File: src/rtl/adder_arbiter.sv
// Round-robin arbiter sharing one self-timed 4-phase adder among N clocked requesters.
// Optional watchdog enabled by defining ADDER_ARB_TIMEOUT_EN.
module adder_arbiter #(
    parameter int WIDTH   = 10,
    parameter int N       = 4,
    parameter int TIMEOUT = 255
) (
    input  logic               clk,
    input  logic               rst_n,
    input  logic [N-1:0]       req_valid,
    input  logic [N*WIDTH-1:0] req_op1,
    input  logic [N*WIDTH-1:0] req_op2,
    output logic [N-1:0]       req_ready,
    output logic [N-1:0]       resp_valid,
    output logic [WIDTH-1:0]   resp_data,
    input  logic [N-1:0]       resp_ready,
    output logic               add_lreq1,
    output logic               add_lreq2,
    output logic [WIDTH-1:0]   add_ldata1,
    output logic [WIDTH-1:0]   add_ldata2,
    input  logic               add_lack1,
    input  logic               add_lack2,
    input  logic               add_rreq,
    input  logic [WIDTH-1:0]   add_rdata,
    output logic               add_rack,
    output logic               timeout_err
);

    localparam int PW = $clog2(N);
    localparam logic [N-1:0] ONE = N'(1);

    localparam logic [2:0] IDLE     = 3'd0;
    localparam logic [2:0] ISSUE    = 3'd1;
    localparam logic [2:0] IN_RTZ   = 3'd2;
    localparam logic [2:0] OUT_WAIT = 3'd3;
    localparam logic [2:0] OUT_RTZ  = 3'd4;
    localparam logic [2:0] RESP     = 3'd5;

    if (N < 2 || N > 8 || TIMEOUT < 1) begin : g_param_check
        $error("adder_arbiter: parameter out of range");
    end

    logic [2:0]    state;
    logic [PW-1:0] rr_ptr;
    logic [PW-1:0] cur;
    logic [PW-1:0] gnt_idx;
    logic [PW-1:0] idx;
    logic [PW-1:0] nxt_ptr;
    logic          found;
    logic          moving;
    logic          tmo;
    logic [1:0]    lack1_sy;
    logic [1:0]    lack2_sy;
    logic [1:0]    rreq_sy;
    logic          lack1_s;
    logic          lack2_s;
    logic          rreq_s;

    assign lack1_s = lack1_sy[1];
    assign lack2_s = lack2_sy[1];
    assign rreq_s  = rreq_sy[1];
    assign nxt_ptr = (cur == PW'(N - 1)) ? '0 : cur + 1'b1;

    // The adder handshake signals are asynchronous to clk
    always_ff @(posedge clk or negedge rst_n) begin
        if (!rst_n) begin
            lack1_sy <= '0;
            lack2_sy <= '0;
            rreq_sy  <= '0;
        end else begin
            lack1_sy <= {lack1_sy[0], add_lack1};
            lack2_sy <= {lack2_sy[0], add_lack2};
            rreq_sy  <= {rreq_sy[0], add_rreq};
        end
    end

    always_comb begin
        found   = 1'b0;
        gnt_idx = '0;
        idx     = '0;
        for (int k = 0; k < N; k++) begin
            idx = PW'((int'(rr_ptr) + k) % N);
            if (!found && req_valid[idx]) begin
                found   = 1'b1;
                gnt_idx = idx;
            end
        end
    end

    always_comb begin
        moving = 1'b0;
        case (state)
            IDLE:     moving = found;
            ISSUE:    moving = lack1_s & lack2_s;
            IN_RTZ:   moving = ~lack1_s & ~lack2_s;
            OUT_WAIT: moving = rreq_s;
            OUT_RTZ:  moving = ~rreq_s;
            RESP:     moving = resp_ready[cur];
            default:  moving = 1'b1;
        endcase
    end

`ifdef ADDER_ARB_TIMEOUT_EN
    localparam int CW = ($clog2(TIMEOUT + 1) < 8) ? 8 : $clog2(TIMEOUT + 1);

    logic [CW-1:0] cnt;
    logic          busy;

    assign busy = (state == ISSUE) || (state == IN_RTZ) ||
                  (state == OUT_WAIT) || (state == OUT_RTZ);
    assign tmo  = busy && (cnt == CW'(TIMEOUT - 1));

    always_ff @(posedge clk or negedge rst_n) begin
        if (!rst_n)
            cnt <= '0;
        else if (!busy || moving || tmo)
            cnt <= '0;
        else
            cnt <= cnt + 1'b1;
    end
`else
    assign tmo = 1'b0;
`endif

    always_ff @(posedge clk or negedge rst_n) begin
        if (!rst_n) begin
            state       <= IDLE;
            rr_ptr      <= '0;
            cur         <= '0;
            req_ready   <= '0;
            resp_valid  <= '0;
            resp_data   <= '0;
            add_lreq1   <= 1'b0;
            add_lreq2   <= 1'b0;
            add_ldata1  <= '0;
            add_ldata2  <= '0;
            add_rack    <= 1'b0;
            timeout_err <= 1'b0;
        end else begin
            req_ready   <= '0;
            timeout_err <= tmo;
            if (tmo) begin
                // Abandon the adder transaction but still release the requester
                add_lreq1  <= 1'b0;
                add_lreq2  <= 1'b0;
                add_rack   <= 1'b0;
                resp_data  <= '0;
                resp_valid <= ONE << cur;
                state      <= RESP;
            end else if (moving) begin
                case (state)
                    IDLE: begin
                        cur        <= gnt_idx;
                        req_ready  <= ONE << gnt_idx;
                        add_ldata1 <= req_op1[gnt_idx*WIDTH +: WIDTH];
                        add_ldata2 <= req_op2[gnt_idx*WIDTH +: WIDTH];
                        add_lreq1  <= 1'b1;
                        add_lreq2  <= 1'b1;
                        state      <= ISSUE;
                    end
                    ISSUE: begin
                        add_lreq1 <= 1'b0;
                        add_lreq2 <= 1'b0;
                        state     <= IN_RTZ;
                    end
                    IN_RTZ: state <= OUT_WAIT;
                    OUT_WAIT: begin
                        resp_data <= add_rdata;
                        add_rack  <= 1'b1;
                        state     <= OUT_RTZ;
                    end
                    OUT_RTZ: begin
                        add_rack   <= 1'b0;
                        resp_valid <= ONE << cur;
                        state      <= RESP;
                    end
                    RESP: begin
                        resp_valid <= '0;
                        rr_ptr     <= nxt_ptr;
                        state      <= IDLE;
                    end
                    default: state <= IDLE;
                endcase
            end
        end
    end

endmodule

File: config.mk
export PLATFORM = sky130hd
export DESIGN_NAME = adder_arbiter
export DESIGN_NICKNAME = d
export VERILOG_FILES = /design/src/rtl/adder_arbiter.sv
export SDC_FILE = /design/constraint.sdc
export NUM_CORES = 1
export LEC_CHECK = 0
export ABC_AREA = 1
export CORE_ASPECT_RATIO = 1.25
export CORE_MARGIN = 5
export CORE_UTILIZATION = 30
export DETAILED_ROUTE_END_ITERATION = 8
export GPL_TIMING_DRIVEN = 0
export PLACE_DENSITY = 0.66
export SETUP_SLACK_MARGIN = 0.1
export SYNTH_ARGS = -nofsm -noshare
export SYNTH_HDL_FRONTEND = slang
export SYNTH_SLANG_ARGS = --single-unit
File: constraint.sdc
create_clock -name clk -period 2.1 [get_ports clk]
set_input_delay 0.42 -clock clk [delete_from_list [all_inputs] [get_ports clk]]
set_output_delay 0.42 -clock clk [all_outputs]
set_load 0.02 [all_outputs]
==> impl_metrics.ini <==
[worst_setup_path]
rr_endpoint = add_ldata2[5]$_DFFE_PN0P_
path_common_cell = nand2_1
slowest_stage = dfrtp_1
cp_top_family = buffers and inverters
cp.arrival_ns = 2.23
reg2reg_depth = 14
endpoint_kind = flop
cp.required_ns = 2.29
critPathKind = reg -> reg
worstPathCellList = buf_6 > inv_8 > nand2_4 > and2_4 > o21ai_2 > buf_4 > nand3b_1 > buf_4 > nand3_4 > clkbuf_16 > nand3_2 > nand2_1 > nand2_1 > nand2_1
start_kind = flop
r2r-start = rr_ptr[0]$_DFFE_PN0P_
cp_max_fo = 7
reg2reg_setup_slack_ns = 0.07
max_stage_delay_ns = 0.39
cp-startpoint = rr_ptr[0]$_DFFE_PN0P_
path_buf_inv = 5

[drt]
drt-initial-drc-count = 172
ant_nets = 0
detail_route.vias_per_cell = 4.51
routed_wl_mm = 10.9
wl_per_cell_um = 13.6
num_vias = 3617
drc = 0
dr.pass1.iters = 4

[synth]
avgSynthCellArea_um2 = 6.74
ys_seq_elements = 53
syn_nets = 599
synth-compound-area-share_pct = 2.90
synth_top_family_by_area = simple AND/OR/NAND/NOR gates
synth_edf_count = 0
synth_flop_cell = dfrtp_1
syn_area_um2 = 3320
synthXorXnorAreaFrac_pct = 0
synthDistinctLibCells = 28
synth_seq_area_share_pct = 40.0
synthAdderAreaFrac_pct = 1.51
yosys_warnings = 0
syn-instance-count = 492
synth.area.mux_share_pct = 3.39
async_flop_share_pct = 100
synthSimpleGateAreaFrac_pct = 36.7

[floorplan]
die_x_um = 104
ios = 145
core_region_area_um2 = 11000
start_util_pct = 30.2
row_count = 43
dieArea_um2 = 13300
die_h_um = 128

[timing]
fmax_mhz = 491
finalSetupViolations = 0
relSlewSlack_pct = 66.3
rsz0062_at_grt = yes
min_period_over_period_pct = 96.9
drv_slew = 0
fin_skew_ns = 0.00826
worst_slew_pin_slew_ns = 0.506
fin_crit_ns = 2.03
timing.hold.ws_ns = 0.0830
finalHoldViolCount = 0

[pwr]
sw_frac_of_total_pct = 46.6
power_frac_seq_pct = 17.2
intPower_mw = 5.39
switchingPower_mw = 4.71
power.leakage_nw = 2.99
clock_power_share_pct = 8.4
irDropWorstVdd_uv = 873
comb_power_share_pct = 74.4
finalPower_mw = 10.1
cellPowerDensity_nw_per_um2 = 1770

[placed_design]
placed_cell_area_um2 = 4930
dp_hpwl_mm = 8.04
port_buffers = 143
placed_cells = 771
gp_congestion = 0.844

[final_layout]
nNetsFinal = 773
layout.cells.non_filler = 802
diodes = 0
utilization_pct = 52.1
final_area_um2 = 5720
drive_gt1_share_pct = 19.9
syn_to_final_growth_pct = 72.4

[clock_tree]
cts.path.max_buffers = 2
numCtsBuffers = 5
worst_skew_pair.late_latency_ns = 0.30
cts_tree = built
path_clk_slew_ns = 0.07
htreeDepth = 2
cts_root_buf = clkbuf_16
numClockSinks = 53

[grt]
grt_max_degree = 34
grt_first_pass_wirelength_mm = 17.1
antenna_found_initial = 0
overflow = 0
grt_use_total_pct = 15.4
grt_pass1_vias = 3615

[run_status]
outcome = completed

[min_path]
hold_class = in -> async

[run]
cap_violations = 0
[power groups by stage]
stage / Sequential (mW) / Combinational (mW) / Clock [mW]
6_report: 1.74 / 7.52 / 0.851
5_1_grt: 1.80 / 8.22 / 0.915
4_1_cts: 1.74 / 6.30 / 0.875
3_5_place_dp: 1.75 / 5.36 / 0
3_3_place_gp: 1.74 / 5.29 / 0
2_1_floorplan: 2.16 / 3.09 / 0
[through the flow]
stage,worst slack [ns],setup TNS [ns]
floorplan,0.315,0
global placement,-0.999,-61.61
detailed placement,-0.381,-9.81
CTS,0.0705,0
global route,-0.0614,-0.757
finish,0.0653,0
[flip-flops by register name (all words and copies together) (netlist names)]
name / flops
add_ldata2: 10
resp_valid: 4
rreq_sy: 2
req_ready: 4
add_lreq2: 1
rr_ptr: 2
lack2_sy: 2
add_rack: 1
add_ldata1: 10
lack1_sy: 2
state: 3
resp_data: 10
cur: 2
[placed cells by master (no fill, tap or decap), drive strengths merged]
master         count
mux2              10
and2               1
conb               1
nor3               4
dlygate4sd2        2
nand2            166
o21bai             1
a31oi              1
nand4              3
nor4               1
nand3             92
dfrtp             53
dlymetal6s2s       1
nor2              13
nand3b             1
buf               47
clkbuf             7
ha                 4
clkinvlp           1
a21oi              2
o21ai             13
inv              104
clkdlybuf4s50    139
[final cells by class]
class                   instances  area (um2)
plain buffers                  24         228
multi-input cells             313        1770
flip-flops and latches         53        1330
clock buffers                   5         125
clock inverters                 3        25.0
inverters                     102         390
repair buffers                167        1690
fillers                      1088        5250
well taps                     135         169
[worst max-delay path by stage]
stage,endpoint,cells after the start
floorplan,add_ldata1[0]$_DFFE_PN0P_,12
global placement,resp_data[8]$_DFFE_PN0P_,1
detailed placement,add_ldata2[5]$_DFFE_PN0P_,13
CTS,add_ldata1[7]$_DFFE_PN0P_,15
global route,add_ldata1[1]$_DFFE_PN0P_,15
finish,add_ldata2[5]$_DFFE_PN0P_,14
[metal layers]
metal,part of all wire (%),wire (um),vias to the layer above,GRT usage [%]
li1,-,-,1845,-
met3,4.4,478,17,2.73
met5,0,0,-,0
met2,53,5780,98,27.3
met1,40,4370,1657,18.5
met4,2.5,270,0,6.33
[cells by family after synthesis]
| group | count (synthesis) |
|---|---|
| simple gates | 281 |
| buf+inv | 126 |
| flops | 53 |
| compound gates | 17 |
| mux | 10 |
| fa+ha+maj | 4 |
| other cells | 1 |
[cells in the mapped netlist (4+ instances only)]
library cell | n | area share, %
dfrtp_1 | 53 | 40
nand2_1 | 163 | 18
nor2_1 | 10 | 1.1
o21ai_0 | 9 | 1.4
inv_1 | 99 | 11
ha_1 | 4 | 1.5
buf_2 | 13 | 2.0
nand3_1 | 91 | 14
buf_1 | 4 | 0.45
buf_4 | 6 | 1.4
mux2_2 | 10 | 3.4
nor3_1 | 4 | 0.60
[what timing repair did]
| item | in CTS | in global routing |
|---|---|---|
| endpoints found under the setup margin | 30 | 30 |
| resized for setup | 52 | 67 |
| cloned | 2 | 3 |
| hold buffers | 0 | 0 |
| setup buffers | 8 | 10 |
| pin swaps | 34 | 20 |
Note: power is estimated with default switching activity, not from simulation.
